### config.mk
export PLATFORM = sky130hd
export DESIGN_NAME = seg7_scan_capture
export DESIGN_NICKNAME = d
export VERILOG_FILES = /design/src/rtl/seg7_scan_capture.sv
export SDC_FILE = /design/constraint.sdc
export NUM_CORES = 1
export LEC_CHECK = 0
export CORE_MARGIN = 5
export CORE_UTILIZATION = 40
export CTS_CLUSTER_SIZE = 20
export DETAILED_ROUTE_END_ITERATION = 8
export PLACE_DENSITY = 0.59
export SLEW_MARGIN = 15
export SYNTH_ARGS = -nofsm -noshare
export SYNTH_HDL_FRONTEND = slang
export SYNTH_SLANG_ARGS = --single-unit
### constraint.sdc
create_clock -name CLK100MHZ -period 6.94 [get_ports CLK100MHZ]
set_input_delay 1.041 -clock CLK100MHZ [delete_from_list [all_inputs] [get_ports CLK100MHZ]]
set_output_delay 1.041 -clock CLK100MHZ [all_outputs]
set_load 0.02 [all_outputs]
### src/rtl/seg7_scan_capture.sv
// Seven-segment scan monitor: samples the multiplexed anode/segment lines, waits for each
// pattern to settle, decodes glyphs back to nibbles and publishes a word once all 8 digits are seen.
module seg7_scan_capture #(
  parameter int SETTLE_CYCLES  = 4,
  parameter bit SEG_ACTIVE_LOW = 1'b1
) (
  input  logic        CLK100MHZ,
  input  logic        CPU_RESETN,
  input  logic [7:0]  AN,
  input  logic [6:0]  A2G,
  output logic [31:0] value,
  output logic [7:0]  blank_mask,
  output logic        frame_valid,
  output logic        seg_err,
  output logic        an_err
);

  // state | meaning
  // WAIT  | pattern not yet stable long enough; evaluate once cnt reaches SETTLE
  // HELD  | current pattern already evaluated; wait for it to change
  typedef enum logic {WAIT_S = 1'b0, HELD_S = 1'b1} state_t;

  localparam logic [7:0] SETTLE = 8'(SETTLE_CYCLES);

  logic [14:0] sync1_q, sync2_q, prev_q;
  logic [7:0]  cnt_q, cnt_d;
  state_t      state_q, state_d;
  logic        eval_en, changed;

  logic [31:0] shadow_q, shadow_d, value_q, value_d;
  logic [7:0]  sblank_q, sblank_d, blank_q, blank_d, seen_q, seen_d;
  logic        fv_q, fv_d, seg_err_q, seg_err_d, an_err_q, an_err_d;

  logic [7:0]  an_low;
  logic [6:0]  seg;
  logic        an_onehot;
  logic [4:0]  glyph;

  function automatic logic [4:0] decode(input logic [6:0] s);
    case (s)
      7'h7E: decode = {1'b1, 4'h0};
      7'h30: decode = {1'b1, 4'h1};
      7'h6D: decode = {1'b1, 4'h2};
      7'h79: decode = {1'b1, 4'h3};
      7'h33: decode = {1'b1, 4'h4};
      7'h5B: decode = {1'b1, 4'h5};
      7'h5F: decode = {1'b1, 4'h6};
      7'h70: decode = {1'b1, 4'h7};
      7'h7F: decode = {1'b1, 4'h8};
      7'h7B: decode = {1'b1, 4'h9};
      7'h77: decode = {1'b1, 4'hA};
      7'h1F: decode = {1'b1, 4'hB};
      7'h4E: decode = {1'b1, 4'hC};
      7'h3D: decode = {1'b1, 4'hD};
      7'h4F: decode = {1'b1, 4'hE};
      7'h47: decode = {1'b1, 4'hF};
      default: decode = 5'h00;
    endcase
  endfunction

  assign changed   = (sync2_q != prev_q);
  assign an_low    = ~sync2_q[14:7];
  assign seg       = SEG_ACTIVE_LOW ? ~sync2_q[6:0] : sync2_q[6:0];
  assign an_onehot = (an_low != 8'h00) && ((an_low & (an_low - 8'h01)) == 8'h00);
  assign glyph     = decode(seg);

  always_ff @(posedge CLK100MHZ or negedge CPU_RESETN) begin
    if (!CPU_RESETN) begin
      sync1_q <= '0;
      sync2_q <= '0;
      prev_q  <= '0;
      cnt_q   <= '0;
      state_q <= WAIT_S;
    end else begin
      sync1_q <= {AN, A2G};
      sync2_q <= sync1_q;
      prev_q  <= sync2_q;
      cnt_q   <= cnt_d;
      state_q <= state_d;
    end
  end

  always_comb begin
    cnt_d = cnt_q;
    if (changed)
      cnt_d = 8'h00;
    else if (cnt_q < SETTLE)
      cnt_d = cnt_q + 8'h01;
  end

  always_comb begin
    state_d = state_q;
    case (state_q)
      WAIT_S: if (!changed && cnt_q == SETTLE) state_d = HELD_S;
      HELD_S: if (changed) state_d = WAIT_S;
      default: state_d = WAIT_S;
    endcase
  end

  always_comb begin
    eval_en = (state_q == WAIT_S) && !changed && (cnt_q == SETTLE);
  end

  always_comb begin
    shadow_d  = shadow_q;
    sblank_d  = sblank_q;
    seen_d    = seen_q;
    value_d   = value_q;
    blank_d   = blank_q;
    fv_d      = 1'b0;
    seg_err_d = 1'b0;
    an_err_d  = 1'b0;
    if (seen_q == 8'hFF) begin
      value_d = shadow_q;
      blank_d = sblank_q;
      fv_d    = 1'b1;
      seen_d  = 8'h00;
    end
    // an_low == 0 is the inter-digit blanking gap and is ignored
    if (eval_en && an_low != 8'h00) begin
      if (!an_onehot) begin
        an_err_d = 1'b1;
      end else begin
        for (int d = 0; d < 8; d++) begin
          if (an_low[d]) begin
            if (seg == 7'h00) begin
              sblank_d[d]        = 1'b1;
              shadow_d[4*d +: 4] = 4'h0;
              seen_d[d]          = 1'b1;
            end else if (glyph[4]) begin
              sblank_d[d]        = 1'b0;
              shadow_d[4*d +: 4] = glyph[3:0];
              seen_d[d]          = 1'b1;
            end else begin
              seg_err_d = 1'b1;
            end
          end
        end
      end
    end
  end

  always_ff @(posedge CLK100MHZ or negedge CPU_RESETN) begin
    if (!CPU_RESETN) begin
      shadow_q  <= '0;
      sblank_q  <= '0;
      seen_q    <= '0;
      value_q   <= '0;
      blank_q   <= '0;
      fv_q      <= 1'b0;
      seg_err_q <= 1'b0;
      an_err_q  <= 1'b0;
    end else begin
      shadow_q  <= shadow_d;
      sblank_q  <= sblank_d;
      seen_q    <= seen_d;
      value_q   <= value_d;
      blank_q   <= blank_d;
      fv_q      <= fv_d;
      seg_err_q <= seg_err_d;
      an_err_q  <= an_err_d;
    end
  end

  assign value       = value_q;
  assign blank_mask  = blank_q;
  assign frame_valid = fv_q;
  assign seg_err     = seg_err_q;
  assign an_err      = an_err_q;

endmodule

==> results of run 1 <==
==> area by class of cell <==
class	count	area [um^2]
Fill cell	1235	6960
Sequential cell	145	3630
Multi-Input combinational cell	297	1950
Timing Repair Buffer	62	614
Clock buffer	26	489
Tap cell	180	225
Clock inverter	6	55.1
Inverter	4	15.0
==> sequential cells by signal, indices dropped and copies added, names as in the netlist <==
signal / count
prev_q: 15
sync1_q: 15
sblank_q: 8
value: 32
cnt_q: 8
seg_err: 1
seen_q: 8
state_q: 1
sync2_q: 15
shadow_q: 32
an_err: 1
frame_valid: 1
blank_mask: 8
==> logic make-up after synthesis <==
group	after synthesis
compound gates	51
mux	33
simple gates	192
buf+inv	27
fa+ha+maj	3
xor+xnor	18
flops	145
==> cells in the mapped netlist, types with 3 or more instances <==
| cell type | number | share of area (%) |
|---|---|---|
| and3_1 | 4 | 0.44 |
| xnor2_1 | 16 | 2.5 |
| clkbuf_1 | 14 | 0.92 |
| nand3_1 | 6 | 0.53 |
| o21ai_0 | 12 | 1.1 |
| a21o_1 | 8 | 1.1 |
| and2_1 | 6 | 0.66 |
| nor4_4 | 8 | 3.0 |
| nor2_1 | 10 | 0.66 |
| inv_1 | 4 | 0.26 |
| nor2b_1 | 5 | 0.55 |
| buf_4 | 3 | 0.39 |
| nand2_1 | 127 | 8.3 |
| mux2_2 | 32 | 6.3 |
| dfrtp_1 | 145 | 63 |
| buf_6 | 4 | 0.79 |
| nor3_1 | 4 | 0.35 |
| nand4_1 | 6 | 0.66 |
| o41ai_1 | 8 | 1.2 |
==> stage by stage <==
step	utilization, %	hold WS (ns)
3_3_place_gp	46.2	0.333
3_5_place_dp	46.2	0.335
5_1_grt	50.1	0.351
6_report	50.1	0.344
2_1_floorplan	-	0.331
4_1_cts	50.1	0.344
==> worst max path at each step <==
stage | depth (start not counted) | slack, ns | end
2_1_floorplan | 7 | 4.58 | sblank_q[0]
3_3_place_gp | 7 | 4.06 | sblank_q[5]
3_5_place_dp | 7 | 4.03 | shadow_q[22]
4_1_cts | 7 | 4.02 | sblank_q[3]
5_1_grt | 7 | 3.84 | shadow_q[22]
6_report | 7 | 4.05 | shadow_q[23]
==> metal layers <==
layer	vias up	track usage (%)	wire, um	part of all wire [%]
li1	1708	-	-	-
met1	1797	19.2	4930	45
met2	85	22.4	5230	48
met3	14	5.32	545	5.0
met4	0	5.68	153	1.4
met5	-	0	0	0
==> power groups by stage <==
stage | logic (uW) | registers (uW) | clock network (uW)
floorplan | 35.3 | 882 | 0
global route | 65.7 | 880 | 899
detailed placement | 59.2 | 893 | 0
finish | 57.4 | 878 | 832
CTS | 59.4 | 877 | 857
global placement | 58.0 | 892 | 0
==> out/metrics.yaml, run 1 <==
outcome:
  outcome: "completed"
floorplan:
  core-area_um2: 13900
  dieArea_um2: 16800
  die_w_um: 130
  io_pins: 60
  start_util_pct: 41.0
  die_h_um: 130
  num_rows: 43
drt:
  dr_total_vias: 3604
  dr.pass1.iters: 4
  drc_errors: 0
  wl_per_cell_um: 15.1
  via_per_inst: 5.01
  drt_wl_total_um: 10900
  drt-initial-drc-count: 286
  postRouteAntennaNets: 0
placement:
  dpl_worst_slack_ns: 4.03
  post-place-cells: 688
  placed_cell_area_um2: 6430
  io_buffers: 59
  gp_congestion: 0.763
  dp_hpwl_um: 7280
worst_setup_path:
  worstRegToRegCells: 7
  crit_path_start: "sync2_q[0]"
  r2r-end: "shadow_q[23]"
  cp_top_family: "simple AND/OR/NAND/NOR gates"
  slowest_stage: "dfrtp_1"
  path_buf_inv: 1
  cp_cell_sequence: "xnor2_1, nand4_1, nor4_1, buf_4, nand2_2, nor4_4, mux2_2"
  crit_required_ns: 7.23
  path_max_fanout: 18
  rr_startpoint: "sync2_q[0]"
  crit_type: "reg -> reg"
  cp_data_arrival_time_ns: 3.18
  r2r_setup_slack_ns: 4.05
  cp_slowest_stage_delay_ns: 0.65
  endpoint_kind: "flop"
  crit_path_start_kind: "flop"
timing:
  finalCritPeriodShare_pct: 41.7
  fmax_mhz: 346
  maxSlewViolCount: 0
  period_minus_slack_ns: 2.89
  relSlewSlack_pct: 21.3
  hold_violations: 0
  rsz0062_at_grt: "no"
  fin_ws_ns: 4.05
  worstMarginPinSlew_ns: 1.18
  setup_viol_count_final: 0
  skew_ns: 0.0201
  setup-tns-final_ns: 0
layout:
  final_area_um2: 6980
  drive_above_1_share_pct: 14.6
  nets: 546
  final_common_cell: "dfrtp_1"
  syn_to_final_growth_pct: 22.1
  layout.cells.non_filler: 720
  insertedDiodeCount: 0
  final_cell_mix: "145 x dfrtp_1, 127 x nand2_1, 58 x clkdlybuf4s50_1"
min_path:
  worstHoldStart: "sync1_q[2]"
  hold-path-cell-count: 0
  hp-class: "reg -> reg"
  min_to: "sync2_q[2]"
pwr:
  p_switching_uw: 367
  p_sw_share_pct: 20.8
  internal_power_uw: 1400
  max-vdd-ir-drop_uv: 194
  p_per_area_nw_per_um2: 253
  p_leak_uw: 0.00335
  pwr-share-seq_pct: 49.7
  p_clk_share_pct: 47.1
  combPwrFrac_pct: 3.3
  total_power_uw: 1770
logic_synthesis:
  postSynthCellCount: 469
  syn_area_um2: 5720
  synth_cell_types: 56
  async_flop_share_pct: 100
  yosysSeqAreaShare_pct: 63.5
  synth_edf_count: 0
  yosys_register_bits: 145
  synthesis.nets: 488
  synth_flop_cell: "dfrtp_1"
  synthMuxAreaShare_pct: 6.48
  synth_compound_area_share_pct: 6.65
  synth_top_family_by_area: "simple AND/OR/NAND/NOR gates"
  synth_simple_gate_area_share_pct: 17.5
  synth-adder-area-share_pct: 0.613
  syn_avg_cell_area_um2: 12.2
  yosys_warnings: 0
  synthXorXnorAreaFrac_pct: 2.76
cts:
  insertion_delay_ns: 0.43
  cts.sinks: 145
  cts_resized: 0
  hold_buffers: 0
  cts_buffers: 17
  post-cts-setup-buffers: 0
  clockRootBuffer: "clkbuf_16"
  cts.clk_slew.worst_paths_ns: 0.05
  cts_htree_levels: 4
  tritoncts: "built"
  clock_tree.buffer_depth: 2
global_route:
  grt_max_degree: 76
  grt_use_total_pct: 14.6
  grt_pass1_wl_um: 18900
  antenna_found_initial: 0
  overflow: 0
  grt_pass1_vias: 3718
run:
  drv_cap: 0
(Power assumes the default switching activity.)
==> run 2: changes to the inputs <==
- PLACE_DENSITY: 0.59 -> 0.61
- clock period: 6.94 -> 2.55 ns (I/O delays scaled with it)
==> out/metrics.yaml, run 2 (synthesized netlist as in run 1, its figures left out) <==
outcome:
  outcome: "completed"
min_path:
  hp-class: "reg -> reg"
layout:
  drive_above_1_share_pct: 20.2
  nets: 581
  insertedDiodeCount: 0
  syn_to_final_growth_pct: 28.4
  final_common_cell: "dfrtp_1"
  final_cell_mix: "145 x dfrtp_1, 127 x nand2_1, 58 x clkdlybuf4s50_1"
global_route:
  grt_pass1_wl_um: 19200
  grt_max_degree: 61
  antenna_found_initial: 0
  grt_use_total_pct: 14.7
  overflow: 0
  grt_pass1_vias: 3872
floorplan:
  dieArea_um2: 16800
  core-area_um2: 13900
  num_rows: 43
  start_util_pct: 41.0
  die_w_um: 130
  io_pins: 60
  die_h_um: 130
timing:
  setup-tns-final_ns: 0
  fin_ws_ns: 0.0999
  hold_violations: 0
  skew_ns: 0.0129
  maxSlewViolCount: 0
  relSlewSlack_pct: 63.6
  hold_ws_ns: 0.345
  finalCritPeriodShare_pct: 96.1
  fmax_mhz: 408
  setup_viol_count_final: 0
  worstMarginPinSlew_ns: 0.546
  rsz0062_at_grt: "no"
  period_minus_slack_ns: 2.45
placement:
  io_buffers: 59
  gp_congestion: 0.783
  dp_hpwl_um: 7670
  dpl_worst_slack_ns: 0.0874
drt:
  dr.pass1.iters: 4
  wl_per_cell_um: 15.0
  drt_wl_total_um: 11300
  via_per_inst: 4.90
  drt-initial-drc-count: 192
  dr_total_vias: 3699
  postRouteAntennaNets: 0
  drc_errors: 0
worst_setup_path:
  endpoint_kind: "flop"
  cp_data_arrival_time_ns: 2.75
  crit_required_ns: 2.85
  crit_type: "reg -> reg"
  crit_path_start_kind: "flop"
  path_max_fanout: 9
cts:
  cts.clk_slew.worst_paths_ns: 0.06
  cts_buffers: 17
  tritoncts: "built"
  cts.sinks: 145
  clockRootBuffer: "clkbuf_16"
  cts_htree_levels: 4
  clock_tree.buffer_depth: 2
  insertion_delay_ns: 0.42
pwr:
  p_per_area_nw_per_um2: 679
  total_power_uw: 4980
  max-vdd-ir-drop_uv: 394
  p_leak_uw: 0.00355
run:
  drv_cap: 0
## run 2: changes by cell type in the layout (fill, tap and decap cells not counted), sizes merged
| cell | before | now |
|---|---|---|
| buf | 4 | 38 |
| dlygate4sd3 | 0 | 1 |
| clkbuf | 26 | 20 |
| inv | 4 | 6 |
| clkinvlp | 0 | 3 |
| bufinv | 1 | 2 |
## run 2: what timing repair did
| item | in CTS | in global routing |
|---|---|---|
| hold buffers | 1 | 0 |
| gates resized for setup | 0 | 2 |
| endpoints found under the hold margin | 56 | 0 |
| buffers inserted | 0 | 2 |
| setup endpoints to repair | 0 | 32 |
## run 2: worst paths after layout
check | startpoint | to | slack (ns) | depth (start not counted)
min in group asynchronous | CPU_RESETN | sync1_q[6] | 0.50 | 2
setup reg to reg | sync2_q[1] | shadow_q[30] | 0.1 | 10
hold reg to reg | sync1_q[5] | sync2_q[5] | 0.35 | 0
max in group asynchronous | CPU_RESETN | value[8] | 1.39 | 3
hold / removal | sync1_q[5] | sync2_q[5] | 0.35 | 0
setup / recovery | sync2_q[1] | shadow_q[30] | 0.1 | 10
## run 2: through the flow
| step | cells | instance area, um^2 | utilization [%] |
|---|---|---|---|
| 2_1_floorplan | 469 | 5720 | - |
| 5_1_grt | 755 | 7340 | 52.7 |
| 4_1_cts | 753 | 7320 | 52.5 |
| 6_report | 755 | 7340 | 52.7 |
| 3_3_place_gp | 720 | 6730 | 48.3 |
| 3_5_place_dp | 720 | 6730 | 48.3 |
## run 2: worst max-delay path: stages, from the launching register on
cell and delay (ns):
dfrtp_1 0.41, buf_4 0.18, nand3b_1 0.17, a2111oi_2 0.36, buf_4 0.16, a31o_4 0.11, nor4b_4 0.05, buf_12 0.17
nor4_4 0.19, buf_4 0.18, mux2_2 0.33
## run 2: layout make-up
type,instances,area (um^2)
timing repair buffer,97,942
clock buffer,20,447
inverter,4,15.0
multi-input combinational,297,1950
tap,180,225
sequential,145,3630
fill,1237,6600
clock inverter,12,133
## run 2: routing by layer
layer	global-route usage [%]	vias up	routed length, um
met1	19.0	1851	5180
met3	3.92	11	398
li1	-	1780	-
met2	24.1	57	5630
met5	0	-	0
met4	5.56	0	129
## run 2: where the power goes
part	total [uW]	switching [uW]	internal, uW	leakage [uW]
registers	2360	19.5	2340	0.00192
clock network	2400	936	1470	0.000277
logic	223	130	93.5	0.00135
total	4980	1090	3900	0.00355
==> run 3: changes to the inputs <==
- PLACE_DENSITY: 0.61 -> 0.69
==> out/metrics.yaml, run 3 (synthesized netlist as in run 1, its figures left out) <==
layout:
  insertedDiodeCount: 0
  layout.cells.non_filler: 757
  final_cell_mix: "145 x dfrtp_1, 127 x nand2_1, 58 x clkdlybuf4s50_1"
  multi_input_area_um2: 2000
  fill_cells: 1149
  nets: 584
  final_util_pct: 53.6
  drive_above_1_share_pct: 21.0
  register_area_um2: 3630
  syn_to_final_growth_pct: 30.6
  final_common_cell: "dfrtp_1"
drt:
  wl_per_cell_um: 15.3
  drc_errors: 0
  via_per_inst: 4.97
  postRouteAntennaNets: 0
  dr.pass1.iters: 5
  dr_total_vias: 3760
  drt_wl_total_um: 11600
  drt-initial-drc-count: 339
pwr:
  p_clk_share_pct: 50.5
  max-vdd-ir-drop_uv: 579
  total_power_uw: 5240
  p_switching_uw: 1060
  p_leak_uw: 0.00360
  pwr-share-seq_pct: 45.0
  p_per_area_nw_per_um2: 702
  internal_power_uw: 4170
  p_sw_share_pct: 20.3
  combPwrFrac_pct: 4.5
timing:
  finalCritPeriodShare_pct: 100
  skew_ns: 0.0104
  hold_violations: 0
  hold_ws_ns: 0.337
  fin_ws_ns: -0.000433
  fmax_mhz: 392
  rsz0062_at_grt: "yes"
  worstMarginPinSlew_ns: 1.08
  period_minus_slack_ns: 2.55
  relSlewSlack_pct: 27.5
  setup_viol_count_final: 1
  maxSlewViolCount: 0
floorplan:
  die_w_um: 130
  io_pins: 60
  num_rows: 43
  start_util_pct: 41.0
  die_h_um: 130
  core-area_um2: 13900
  dieArea_um2: 16800
worst_setup_path:
  crit_type: "reg -> reg"
  crit_path_start_kind: "flop"
  cp_slowest_stage_delay_ns: 0.42
  cp_cell_sequence: "or3b_4, a2111oi_4, buf_4, a31o_4, nor4b_4, buf_4, nor4_4, buf_6, mux2_4"
  cp_common_cell: "buf_4"
  crit_required_ns: 2.85
  r2r_setup_slack_ns: -0.0004
  slowest_stage: "or3b_4"
  path_max_fanout: 8
  endpoint_kind: "flop"
  cp_data_arrival_time_ns: 2.85
placement:
  gp_congestion: 0.796
  dp_hpwl_um: 7600
  dpl_worst_slack_ns: 0.0739
  post-place-cells: 714
  io_buffers: 59
global_route:
  overflow: 0
  grt_use_total_pct: 14.3
  grt_pass1_vias: 3837
  antenna_found_initial: 0
  grt_max_degree: 61
  grt_pass1_wl_um: 18600
cts:
  cts.clk_slew.worst_paths_ns: 0.06
  cts.sinks: 145
  clock_tree.buffer_depth: 2
  tritoncts: "built"
  insertion_delay_ns: 0.42
  cts_htree_levels: 4
  clockRootBuffer: "clkbuf_16"
  cts_buffers: 17
min_path:
  hp-class: "reg -> reg"
outcome:
  outcome: "finished, violations left"
  failed_checks: "negative setup slack"
run:
  drv_cap: 0
[run 3: routing by layer]
| metal | wire (um) | up-vias | GRT usage, % |
|---|---|---|---|
| met3 | 618 | 10 | 4.37 |
| met4 | 106 | 0 | 4.77 |
| met5 | 0 | - | 0 |
| met1 | 5300 | 1889 | 18.8 |
| li1 | - | 1782 | - |
| met2 | 5540 | 79 | 22.8 |
[run 3: worst paths after layout]
kind                            start      endpoint  depth (start not counted)
max                        sync2_q[1]  shadow_q[10]                          9
min reg2reg                sync1_q[3]    sync2_q[3]                          0
max reg2reg                sync2_q[1]  shadow_q[10]                          9
min                        sync1_q[3]    sync2_q[3]                          0
max in group asynchronous  CPU_RESETN  shadow_q[24]                          3
min in group asynchronous  CPU_RESETN      value[4]                          2
[run 3: metrics by stage]
step | setup TNS, ns | area, um^2
finish | -0.000433 | 7460
global route | -0.395 | 7460
CTS | 0 | 7320
detailed placement | 0 | 6670
global placement | 0 | 6670
floorplan | 0 | 5720
[run 3: area by class of cell]
| type | instances | area share (%) |
|---|---|---|
| Tap cell | 180 | 3.02 |
| Inverter | 4 | 0.201 |
| Timing Repair Buffer | 100 | 12.8 |
| Sequential cell | 145 | 48.6 |
| Clock inverter | 9 | 2.06 |
| Clock buffer | 22 | 6.49 |
| Multi-Input combinational cell | 297 | 26.8 |
[run 3: power by group through the flow]
stage	clock [uW]	sequential, uW	combinational (uW)
global placement	0	2400	212
CTS	2670	2360	220
finish	2640	2360	235
detailed placement	0	2400	218
floorplan	0	2400	96.1
global route	2790	2360	259
[run 3: worst max-delay path, delay by kind of cell, from the launching register on]
family	cells	cell delay, ns
compound gates	2	0.46
buf+inv	3	0.49
flops	1	0.40
mux	1	0.30
simple gates	3	0.78
[run 3: timing repair]
item / in CTS / in global routing
endpoints found under the setup margin: 0 / 32
resized for setup: 0 / 17
setup buffers: 0 / 13
hold buffers: 1 / 0
endpoints found under the hold margin: 54 / 0
